--- src/rtl/fx2_rx_unpack.sv ---
`default_nettype none
// ============================================================================
// Module      : fx2_rx_unpack
// Description : Reads 16-bit words from an FX2 slave-FIFO OUT endpoint and
//               pairs them into complex samples (even word = real, odd word =
//               imag) for a streaming FFT core with valid/ready handshake.
//               fft_last marks sample 2^NPOINT-1 of each frame.
//               Optional macro FX2_RX_BYTESWAP_EN byte-swaps every captured
//               word (DW must then be 16).
// Revision    : 1.0 - initial release
// ============================================================================
module fx2_rx_unpack #(
    parameter int NPOINT = 3,
    parameter int DW     = 16
) (
    input  logic          clk,
    input  logic          rst,
    input  logic          fx2_flaga,
    input  logic [DW-1:0] fx2_db_in,
    output logic          fx2_slcs_n,
    output logic          fx2_sloe_n,
    output logic          fx2_slrd_n,
    output logic [1:0]    fx2_a,
    output logic          fft_valid,
    input  logic          fft_ready,
    output logic [DW-1:0] fft_re,
    output logic [DW-1:0] fft_im,
    output logic          fft_last
);

    localparam logic [1:0] c_ST_IDLE = 2'd0;
    localparam logic [1:0] c_ST_OE   = 2'd1;
    localparam logic [1:0] c_ST_READ = 2'd2;
    localparam logic [1:0] c_ST_HOLD = 2'd3;

    localparam logic [NPOINT-1:0] c_LAST_IDX = '1;

    logic [1:0]        r_state;
    logic [1:0]        w_state_nxt;
    logic              r_phase;     // parity of the next word to be consumed
    logic              r_cap_pend;  // a word was strobed last edge, capture now
    logic              r_cap_odd;   // the pending word is the imag half
    logic [DW-1:0]     r_re_hold;   // real half waiting for its partner
    logic [DW-1:0]     r_re;
    logic [DW-1:0]     r_im;
    logic              r_valid;
    logic [NPOINT-1:0] r_cnt;
    logic [DW-1:0]     w_word;
    logic              w_rd;
    logic              w_accept;

`ifdef FX2_RX_BYTESWAP_EN
    assign w_word = {fx2_db_in[7:0], fx2_db_in[15:8]};
`else
    assign w_word = fx2_db_in;
`endif

    assign w_accept = r_valid & fft_ready;

    // Next-state and FX2 strobe decode; a read is only issued when the
    // output register can take a completed sample by the time it lands.
    always_comb begin
        w_state_nxt = r_state;
        w_rd        = 1'b0;
        fx2_slcs_n  = 1'b1;
        fx2_sloe_n  = 1'b1;
        case (r_state)
            c_ST_IDLE: begin
                if (fx2_flaga) w_state_nxt = c_ST_OE;
            end
            c_ST_OE: begin
                fx2_slcs_n  = 1'b0;
                fx2_sloe_n  = 1'b0;
                w_state_nxt = c_ST_READ;
            end
            c_ST_READ: begin
                fx2_slcs_n = 1'b0;
                fx2_sloe_n = 1'b0;
                w_rd       = fx2_flaga & (~r_valid | fft_ready);
                if (r_valid && !fft_ready)
                    w_state_nxt = c_ST_HOLD;
                else if (!fx2_flaga && !r_phase && !r_valid && !r_cap_pend)
                    w_state_nxt = c_ST_IDLE;
            end
            c_ST_HOLD: begin
                fx2_slcs_n = 1'b0;
                fx2_sloe_n = 1'b0;
                if (w_accept) w_state_nxt = c_ST_READ;
            end
            default: w_state_nxt = c_ST_IDLE;
        endcase
    end

    assign fx2_slrd_n = ~w_rd;
    assign fx2_a      = 2'b00;
    assign fft_valid  = r_valid;
    assign fft_re     = r_re;
    assign fft_im     = r_im;
    assign fft_last   = r_valid & (r_cnt == c_LAST_IDX);

    // State register plus word pairing, output register and sample counter.
    always_ff @(posedge clk) begin
        if (rst) begin
            r_state    <= c_ST_IDLE;
            r_phase    <= 1'b0;
            r_cap_pend <= 1'b0;
            r_cap_odd  <= 1'b0;
            r_re_hold  <= '0;
            r_re       <= '0;
            r_im       <= '0;
            r_valid    <= 1'b0;
            r_cnt      <= '0;
        end else begin
            r_state    <= w_state_nxt;
            r_cap_pend <= w_rd;
            if (w_rd) begin
                r_cap_odd <= r_phase;
                r_phase   <= ~r_phase;
            end
            if (w_accept) begin
                r_valid <= 1'b0;
                r_cnt   <= r_cnt + 1'b1;
            end
            // Load wins over a same-cycle accept: the slot was just freed.
            if (r_cap_pend) begin
                if (r_cap_odd) begin
                    r_re    <= r_re_hold;
                    r_im    <= w_word;
                    r_valid <= 1'b1;
                end else begin
                    r_re_hold <= w_word;
                end
            end
        end
    end

endmodule
`default_nettype wire
--- config.mk ---
export PLATFORM = sky130hd
export DESIGN_NAME = fx2_rx_unpack
export DESIGN_NICKNAME = d
export VERILOG_FILES = /design/src/rtl/fx2_rx_unpack.sv
export SDC_FILE = /design/constraint.sdc
export NUM_CORES = 1
export LEC_CHECK = 0
export BUFFER_PORTS_ARGS = -buffer_cell sky130_fd_sc_hd__buf_4
export CAP_MARGIN = 20
export CORE_MARGIN = 1
export CORE_UTILIZATION = 54
export DETAILED_ROUTE_END_ITERATION = 8
export PLACE_DENSITY = 0.82
export RECOVER_POWER = 25
export SYNTH_ARGS = -nofsm -noshare
export SYNTH_HDL_FRONTEND = slang
export SYNTH_SLANG_ARGS = --single-unit
--- constraint.sdc ---
create_clock -name clk -period 3.3 [get_ports clk]
set_input_delay 0.165 -clock clk [delete_from_list [all_inputs] [get_ports clk]]
set_output_delay 0.165 -clock clk [all_outputs]
set_load 0.1 [all_outputs]
==> results.md <==
- Max-slew violation count: 0
- Post-synth ARST share: 0
- Worst Path Required: 3130 ps
- DRC errors left: 0
- Root buffer cell: clkbuf_8
- IO buf count: 56
- Initial antenna violation count: 0
- Die area: 4060 um^2
- DR vias: 1783
- Post-layout minimum cycle time: 1690 ps
- GPL Wtd Cong: 0.731
- DRT iter0 DRCs: 109
- Netlist cell types: 19
- Worst EP arrival: 1530 ps
- # fillers: 317
- Max Cap Viol: 0
- Cts hold-fix bufs: 0
- Crit-path cells: clkbuf_1
- Clock slew at reported path FFs: ~60 ps
- Final period utilization: 0.514
- Area grow syn2layout: 26.7%
- Final setup viols: 0
- Vias in the first global route: 1566
- Kind of end point of the critical path: output port
- First-pass GRT wire length: between 6 and 7 mm
- Final ANT Viol Nets: 0
- Placed standard-cell area: 2430 um^2
- Largest net degree at the start of global routing: 59
- Core ar.: 3660 um^2
- Clk buf depth: 2
- Die Y: 63.8 um
- Sink Count: 57
- Critical Path Fanout Max: 2
- Via/cell ratio: 4.97
- Avg Cell Area, Syn: 8.08 um^2
- Setup TNS Final: 0 ps
- Dpl ws: between 1500 and 2000 ps
- Yosys warns: 0
- FF+latch count, synth: 57
- Seq/Total Area, Yosys: 0.554
- Clk_skew: 6.22 ps
- Power Density: 535 nW/um^2
- Worst hold path type: in -> reg
- Routed len/inst: 11.7 um
- Antenna diodes: 0
- Final worst slack: ~1600 ps
- CP max stage delay: 880 ps
- Most used DFF post-synth: dfxtp_1
- Multi-input gate area: 810 um^2
- GRT Overall Usage: 0.222
- Maximum vdd ir drop: 0.352 mV
- Critical Path Slowest Stage Cell: clkbuf_1
- Final hold violations: 0
- # rows: 22
- Ratio of cells with drive above 1 in the final layout: 0.186
- Crit-path leading delay family: buffers and inverters
- Max-Slew Margin vs Limit: 0.210
- Post-CTS Setup Inserts: 0
- Final HPWL DP: 2.64 mm
- # nets final: about 330
- Resized Gates After CTS: 0
- H-tree depth: 3
- I/O Pins: 59
- Measured slew at the worst slew-check pin: 1190 ps
- Worst-Skew Late Latency: 320 ps
- Largest cells by area after synthesis: dfxtp_1, nand2_1, a21oi_1
- Final Cell Area: approximately 2600 um^2
- Final Power: 1.40 mW
- Drt first pass iters: 4
- Run status: completed
- CP Class: reg -> out
- Die width: 63.8 um
- RSZ-0062 raised after global routing: no
- Final WL: 4.22 mm
- Number of synthesized flops with an enable pin: 0
- FF/Latch Area: 1140 um^2
- Cells after synthesis: 255
- FMAX: around 600 MHz
- Bufs and invs on worst path: 1
- Starting Density: 0.563
- Cell with the most instances after synthesis: nand2_1
- Synth Cell Area: between 2000 and 2500 um^2
- CTS tree: done
- Synth top area share: 0.554
- Kind of start point of the critical path: register
- Post-synth top area cell: dfxtp_1
- Grt ovf: 0
- Most frequent cells after synthesis: nand2_1, dfxtp_1, a21oi_1, buf_4, buf_2
- Leak: around 0.99 nW
- Fin util: 0.713
- Num CTS Buffers: 9
-- registers in the layout, indices dropped and copies added (netlist names) --
signal,flops
fft_re,16
r_cnt,3
r_state,2
fft_im,16
fft_valid,1
r_cap_odd,1
r_cap_pend,1
r_phase,1
r_re_hold,16
-- final timing paths --
path | from | endpoint | slack (ps) | cells after the start
setup reg to reg | r_cap_pend | fft_im[3] | 2050 | 4
hold / removal | fx2_db_in[11] | fft_im[11] | 90 | 3
setup / recovery | fft_im[13] | fft_im[13] | 1610 | 1
hold reg to reg | fft_im[4] | fft_im[4] | 450 | 2
-- power breakdown --
part           switching, mW  internal (mW)  leakage [nW]
combinational         0.0673         0.0272         0.431
sequential           0.00467          0.695         0.460
clock                  0.251          0.352         0.102
total                  0.323           1.07         0.993
-- layout make-up --
cell class	count	share of cell area
multi-input combinational	179	0.310
tap	48	0.0230
clock buffer	14	0.0700
timing repair buffer	59	0.156
clock inverter	2	0.00384
sequential	57	0.437
-- cells in the final DEF (no fill, tap or decap), drive strengths merged, types with 2 or more instances in the layout --
cell	Yosys	routed
nand2	100	100
buf	18	42
mux2i	2	2
and2	2	2
a21oi	52	52
nand3	3	3
nor2b	2	2
clkbuf	2	31
nand2b	5	5
nor2	5	5
conb	1	2
dfxtp	57	57
clkinv	0	2
ha	2	2
-- metrics by stage --
step	hold WS, ps	cells
2_1_floorplan	301	256
3_3_place_gp	425	340
3_5_place_dp	431	340
4_1_cts	87.1	356
5_1_grt	94.8	359
6_report	94.3	359
-- routing by layer --
layer	routed length, um	global-route usage	up-vias
li1	-	-	919
met1	2030	0.295	803
met3	258	0.0518	8
met5	0	0	-
met2	1860	0.326	53
met4	68	0.136	0
-- cells by family after synthesis --
| group | share of synthesized area |
|---|---|
| compound gates | 0.131 |
| xor+xnor | 0.00425 |
| fa+ha+maj | 0.0121 |
| buf+inv | 0.0547 |
| flops | 0.554 |
| mux | 0.00972 |
| other cells | 0.00182 |
| simple gates | 0.233 |
Power figures use the tool's default switching activity.
